--- config.mk ---
export PLATFORM = sky130hd
export DESIGN_NAME = alu_issue_ctrl
export DESIGN_NICKNAME = d
export VERILOG_FILES = /design/src/rtl/alu_pkg.sv /design/src/rtl/alu_op_decoder.sv /design/src/rtl/alu_issue_ctrl.sv
export SDC_FILE = /design/constraint.sdc
export NUM_CORES = 1
export LEC_CHECK = 0
export CAP_MARGIN = 20
export CORE_AREA = 5 5 239 241
export CTS_CLUSTER_DIAMETER = 120
export DETAILED_ROUTE_END_ITERATION = 8
export DIE_AREA = 0 0 244 246
export DONT_BUFFER_PORTS = 1
export SLEW_MARGIN = 20
export SYNTH_ARGS = -nofsm -noshare
export SYNTH_HDL_FRONTEND = slang
export SYNTH_SLANG_ARGS = --single-unit
--- constraint.sdc ---
create_clock -name clk -period 3.27 [get_ports clk]
set_input_delay 0.981 -clock clk [delete_from_list [all_inputs] [get_ports clk]]
set_output_delay 0.981 -clock clk [all_outputs]
set_load 0.02 [all_outputs]
--- src/rtl/alu_pkg.sv ---
// Shared definitions for the ALU issue controller: ALUOp codes, RV64 opcodes,
// branch funct3 values, FSM state encoding and the decoder output bundle.
package alu_pkg;

    localparam int XLEN = 64;

    typedef enum logic [3:0] {
        ALU_AND = 4'b0000,
        ALU_OR  = 4'b0001,
        ALU_ADD = 4'b0010,
        ALU_SUB = 4'b0110,
        ALU_NOR = 4'b1100,
        ALU_SLL = 4'b1000
    } alu_op_e;

    localparam logic [6:0] OPC_OP     = 7'b0110011;
    localparam logic [6:0] OPC_OP_IMM = 7'b0010011;
    localparam logic [6:0] OPC_LOAD   = 7'b0000011;
    localparam logic [6:0] OPC_STORE  = 7'b0100011;
    localparam logic [6:0] OPC_BRANCH = 7'b1100011;

    localparam logic [2:0] F3_BEQ = 3'b000;
    localparam logic [2:0] F3_BNE = 3'b001;
    localparam logic [2:0] F3_BLT = 3'b100;
    localparam logic [2:0] F3_BGE = 3'b101;

    // func3 values seen by the ALU; NONE keeps Zero and Is_lesser inert
    localparam logic [2:0] AF3_EQ   = 3'b000;
    localparam logic [2:0] AF3_LT   = 3'b100;
    localparam logic [2:0] AF3_NONE = 3'b111;

    typedef enum logic [1:0] {
        ST_IDLE,
        ST_ISSUE,
        ST_CAPTURE,
        ST_DONE
    } state_e;

    typedef struct packed {
        alu_op_e    op;
        logic [2:0] func3;
        logic       use_imm;
        logic       is_branch;
        logic       illegal;
    } dec_t;

endpackage

--- src/rtl/alu_op_decoder.sv ---
// Combinational RV64 decode of opcode/funct3/funct7[5] into ALU controls.
module alu_op_decoder
    import alu_pkg::*;
(
    input  logic [6:0] i_opcode,
    input  logic [2:0] i_funct3,
    input  logic       i_funct7b5,
    output dec_t       o_dec
);

    always_comb begin
        // Unsupported encodings fall through as an illegal ADD on rs1/rs2
        o_dec.op        = ALU_ADD;
        o_dec.func3     = AF3_NONE;
        o_dec.use_imm   = 1'b0;
        o_dec.is_branch = 1'b0;
        o_dec.illegal   = 1'b1;
        case (i_opcode)
            OPC_OP: begin
                case (i_funct3)
                    3'b000: begin
                        o_dec.op      = i_funct7b5 ? ALU_SUB : ALU_ADD;
                        o_dec.illegal = 1'b0;
                    end
                    3'b111: begin o_dec.op = ALU_AND; o_dec.illegal = 1'b0; end
                    3'b110: begin o_dec.op = ALU_OR;  o_dec.illegal = 1'b0; end
                    3'b001: begin o_dec.op = ALU_SLL; o_dec.illegal = 1'b0; end
                    default: ;
                endcase
            end
            OPC_OP_IMM: begin
                case (i_funct3)
                    3'b000: begin o_dec.op = ALU_ADD; o_dec.use_imm = 1'b1; o_dec.illegal = 1'b0; end
                    3'b111: begin o_dec.op = ALU_AND; o_dec.use_imm = 1'b1; o_dec.illegal = 1'b0; end
                    3'b110: begin o_dec.op = ALU_OR;  o_dec.use_imm = 1'b1; o_dec.illegal = 1'b0; end
                    3'b001: begin o_dec.op = ALU_SLL; o_dec.use_imm = 1'b1; o_dec.illegal = 1'b0; end
                    default: ;
                endcase
            end
            OPC_LOAD, OPC_STORE: begin
                o_dec.use_imm = 1'b1;
                o_dec.illegal = 1'b0;
            end
            OPC_BRANCH: begin
                case (i_funct3)
                    F3_BEQ, F3_BNE: begin
                        o_dec.op        = ALU_SUB;
                        o_dec.func3     = AF3_EQ;
                        o_dec.is_branch = 1'b1;
                        o_dec.illegal   = 1'b0;
                    end
                    F3_BLT, F3_BGE: begin
                        o_dec.op        = ALU_SUB;
                        o_dec.func3     = AF3_LT;
                        o_dec.is_branch = 1'b1;
                        o_dec.illegal   = 1'b0;
                    end
                    default: ;
                endcase
            end
            default: ;
        endcase
    end

endmodule

--- src/rtl/alu_issue_ctrl.sv ---
// Execute-stage initiator for the 64-bit ALU: registers decode/operands, waits one
// cycle for the ALU, captures result and branch decision, then hands off downstream.
module alu_issue_ctrl
    import alu_pkg::*;
#(
    parameter int XLEN = alu_pkg::XLEN
) (
    input  logic            clk,
    input  logic            reset,
    input  logic            in_valid,
    output logic            in_ready,
    input  logic [31:0]     in_instr,
    input  logic [XLEN-1:0] in_rs1,
    input  logic [XLEN-1:0] in_rs2,
    input  logic [XLEN-1:0] in_imm,
    input  logic [XLEN-1:0] in_pc,
    output logic [XLEN-1:0] alu_a,
    output logic [XLEN-1:0] alu_b,
    output logic [3:0]      alu_op,
    output logic [2:0]      alu_func3,
    input  logic [XLEN-1:0] alu_result,
    input  logic            alu_zero,
    input  logic            alu_is_lesser,
    output logic            out_valid,
    input  logic            out_ready,
    output logic [XLEN-1:0] out_result,
    output logic            out_branch_taken,
    output logic [XLEN-1:0] out_branch_target,
    output logic            out_illegal
);

    state_e          r_state, w_next;
    dec_t            w_dec;
    logic            w_ready_st, w_valid_st, w_accept, w_taken;
    logic [XLEN-1:0] r_alu_a, r_alu_b, r_result, r_target;
    logic [3:0]      r_alu_op;
    logic [2:0]      r_alu_func3, r_br_f3;
    logic            r_is_branch, r_illegal, r_taken;
    logic            w_unused_bits;

    assign w_unused_bits = ^{in_instr[31], in_instr[29:15], in_instr[11:7]};

    alu_op_decoder u_dec (
        .i_opcode   (in_instr[6:0]),
        .i_funct3   (in_instr[14:12]),
        .i_funct7b5 (in_instr[30]),
        .o_dec      (w_dec)
    );

    always_ff @(posedge clk or negedge reset) begin
        if (!reset) r_state <= ST_IDLE;
        else        r_state <= w_next;
    end

    always_comb begin
        w_next     = r_state;
        w_ready_st = 1'b0;
        w_valid_st = 1'b0;
        case (r_state)
            ST_IDLE: begin
                w_ready_st = 1'b1;
                if (in_valid) w_next = ST_ISSUE;
            end
            ST_ISSUE:   w_next = ST_CAPTURE;
            ST_CAPTURE: w_next = ST_DONE;
            ST_DONE: begin
                w_valid_st = 1'b1;
                w_ready_st = out_ready;
                if (out_ready) w_next = in_valid ? ST_ISSUE : ST_IDLE;
            end
            default: w_next = ST_IDLE;
        endcase
    end

    // Gating with reset keeps in_ready low while reset is held
    assign in_ready = w_ready_st & reset;
    assign w_accept = in_valid & in_ready;

    always_comb begin
        w_taken = 1'b0;
        if (r_is_branch) begin
            case (r_br_f3)
                F3_BEQ:  w_taken = alu_zero;
                F3_BNE:  w_taken = |alu_result;
                F3_BLT:  w_taken = ~alu_is_lesser;
                F3_BGE:  w_taken = alu_is_lesser;
                default: w_taken = 1'b0;
            endcase
        end
    end

    always_ff @(posedge clk or negedge reset) begin
        if (!reset) begin
            r_alu_a     <= '0;
            r_alu_b     <= '0;
            r_alu_op    <= '0;
            r_alu_func3 <= '0;
            r_br_f3     <= '0;
            r_is_branch <= 1'b0;
            r_illegal   <= 1'b0;
            r_target    <= '0;
            r_result    <= '0;
            r_taken     <= 1'b0;
        end else begin
            if (w_accept) begin
                r_alu_a     <= in_rs1;
                r_alu_b     <= w_dec.use_imm ? in_imm : in_rs2;
                r_alu_op    <= w_dec.op;
                r_alu_func3 <= w_dec.func3;
                r_br_f3     <= in_instr[14:12];
                r_is_branch <= w_dec.is_branch;
                r_illegal   <= w_dec.illegal;
                r_target    <= in_pc + in_imm;
            end
            if (r_state == ST_CAPTURE) begin
                r_result <= alu_result;
                r_taken  <= w_taken;
            end
        end
    end

    assign alu_a             = r_alu_a;
    assign alu_b             = r_alu_b;
    assign alu_op            = r_alu_op;
    assign alu_func3         = r_alu_func3;
    assign out_valid         = w_valid_st;
    assign out_result        = r_result;
    assign out_branch_taken  = r_taken;
    assign out_branch_target = r_target;
    assign out_illegal       = r_illegal;

endmodule

==> metrics.csv <==
stage;metric;value;unit
status;status;finished clean;
cells_and_area;mostFrequentLayoutCell;nand2_1;
cts;numCtsBuffers;31;
synth;synth_edf_count;0;
synth;synth_area;14610;um2
cells_and_area;final_cell_mix;nand2_1, dfrtp_1, o21ai_0;
global_route;grt_usage;17.10;%
cells_and_area;finish.net_count;2110;
cts;postCtsSetupBuffers;0;
cells_and_area;fillers;5694;
worst_setup_path;crit_type;in2out;
global_route;grt_pass1_wl;79860;um
cts;cts_tree;built;
synth;ys_types;72;
worst_setup_path;worstPathCellList;nor3b_1 -> buf_4;
synth;ys.warnings.count;0;
cts;cts.sinks;270;
global_route;antenna_found_initial;7;
worst_setup_path;critPathCaptureType;primary output;
synth;yosysTopAreaCell;dfrtp_1;
routing;vias;12270;
worst_setup_path;worstPathArrival;2.20;ns
die;die_w;244;um
timing;tightest_slew;1.478;ns
die;std_cell_rows;86;
worst_setup_path;worst_ep_required_time;2.29;ns
cts;clk_latency;0.61;ns
cts;cts-htree-levels;1;
global_route;grt_overflow;0;
cts;path_clk_slew;0.07;ns
placement;hpwl;43790;um
timing;fmax;314.0;MHz
placement;io_buffers;0;
routing;wire_per_inst;22.65;um
die;initial_core_util;26.73;%
min_path;hold_path.class;in2async;
global_route;grt_pass1_vias;12670;
worst_setup_path;critical-path-top-delay-family;simple AND/OR/NAND/NOR gates;
flow_run;drv_cap;0;
cells_and_area;finalNonFillerCells;2409;
die;fp.coreArea;54660;um2
timing;setup_violations;0;
global_route;grt_max_degree;272;
power;p_per_area;850.5;nW/um2
global_route;use_met1;20.18;%
die;ios;625;
worst_setup_path;cp_max_fo;271;
timing;fin_skew;0.02703;ns
timing;slew_headroom;1.481;%
cts;cts_resized;0;
cells_and_area;multi_input_area;7473;um2
worst_setup_path;slowest_stage;nor3b_1;
synth;synth_area_leaders;dfrtp_1, nand2_1, ha_1;
power;power;14.87;mW
routing;dr.pass1.iters;5;
die;die_h;246;um
placement;routabilityCongestion;0.8929;
synth;yosysTopAreaCellShare;46.24;%
placement;place_ws;-0.6206;ns
cells_and_area;utilization;31.98;%
timing;timing.hold.ws;0.09974;ns
timing;rsz0062_at_grt;no;
worst_setup_path;startpoint_type;input port;
synth;synthCells;1574;
cells_and_area;ff_latch_area;6756;um2
placement;placedCellCount;2355;
global_route;use_met3;5.771;%
timing;fin_crit;3.185;ns
synth;avgSynthCellArea;9.284;um2
synth;synth-main-ff-cell;dfrtp_1;
global_route;met2_usage;29.50;%
synth;synth_seq_area_share;46.24;%
routing;drcViolationCount;0;
worst_setup_path;cp_slowest_stage_delay;0.54;ns
cells_and_area;antenna_cells;0;
cts;cts_hold_buf;0;
cts;clockRootBuffer;clkbuf_16;
timing;finalSetupTns;0;ns
global_route;top_usage_layer;met2;
synth;syn-num-nets;2000;
power;p_leak;8.416;nW
timing;period_share;97.40;%
timing;drv_slew;0;
timing;fin_ws;0.08515;ns
timing;finalHoldViolCount;0;
placement;dpl-instance-area;16490;um2
die;die_area;60020;um2
worst_setup_path;cp.buffers_inverters;1;
cells_and_area;design_area;17480;um2
cts;cts_max_path_buffers;3;
cells_and_area;drive_above_1_share;17.54;%
routing;viasPerCell;5.092;
routing;routed_wl;54560;um
power;ir_drop;0.0004453;V
synth;synthArstFlopShare;100.0;%
synth;ys_seq_elements;270;
routing;final_antenna_net_count;0;
cells_and_area;area_growth;19.62;%
routing;dr.first_iter.drc_count;795;
## logic make-up (layout without fill, tap and decap cells)
group	after synthesis	after routing	synth area share, %
flip-flops	270	270	46.24
XOR/XNOR	56	56	3.356
multiplexers	129	129	9.401
AND/OR/NAND/NOR	558	558	16.39
AO/OA/AOI/OAI	380	380	15.75
adder cells (fa/ha/maj)	68	68	5.874
buffers and inverters	113	244	2.997
## final cells by class
class	instances	share of cell area [%]
inverter	28	0.6012
multi-input combinational	1191	42.75
sequential	270	38.65
timing repair buffer	162	7.387
clock inverter	11	0.5869
tap	704	5.039
clock buffer	43	4.982
## cell usage after synthesis (all sizes together), types with 7 or more instances
cell / number
a21o: 32
a21oi: 95
a31oi: 8
and2: 7
buf: 17
clkbuf: 68
dfrtp: 270
ha: 67
inv: 28
mux2: 66
mux2i: 63
nand2: 388
nand3: 18
nand4: 30
nor2: 51
nor3: 11
nor4: 20
o211ai: 13
o21a: 7
o21ai: 166
o21bai: 10
xnor2: 29
xor2: 27
## per-layer routing
layer  vias up  routed length [um]
li1       5742                   -
met1      5898               21010
met2       517               26620
met3        96                5086
met4        14                1743
met5         -                  98
## final timing paths
check	startpoint	slack (ns)	end	cells after the start
min in group clk	in_rs1[21]	0.48	alu_a[21]	2
min reg2reg	r_br_f3[1]	0.48	r_br_f3[1]	2
max reg2reg	r_state[1]	0.72	alu_op[3]	7
max in group asynchronous	reset	1.99	alu_b[20]	0
max	reset	0.09	in_ready	2
min	reset	0.1	out_branch_target[55]	0
## power breakdown
part / internal, mW / leakage, nW / switching, mW
Clock: 1.93 / 0.486 / 1.49
Combinational: 1.61 / 4.58 / 1.79
Sequential: 4.84 / 3.35 / 3.21
## sequential cells by signal, indices dropped and copies added, names as in the netlist
name and flops:
out_result 64, alu_op 4, alu_a 64, out_illegal 1, alu_b 64, r_is_branch 1, alu_func3 2, out_branch_target 64
r_br_f3 3, r_state 2, out_branch_taken 1
(Power assumes the default switching activity.)
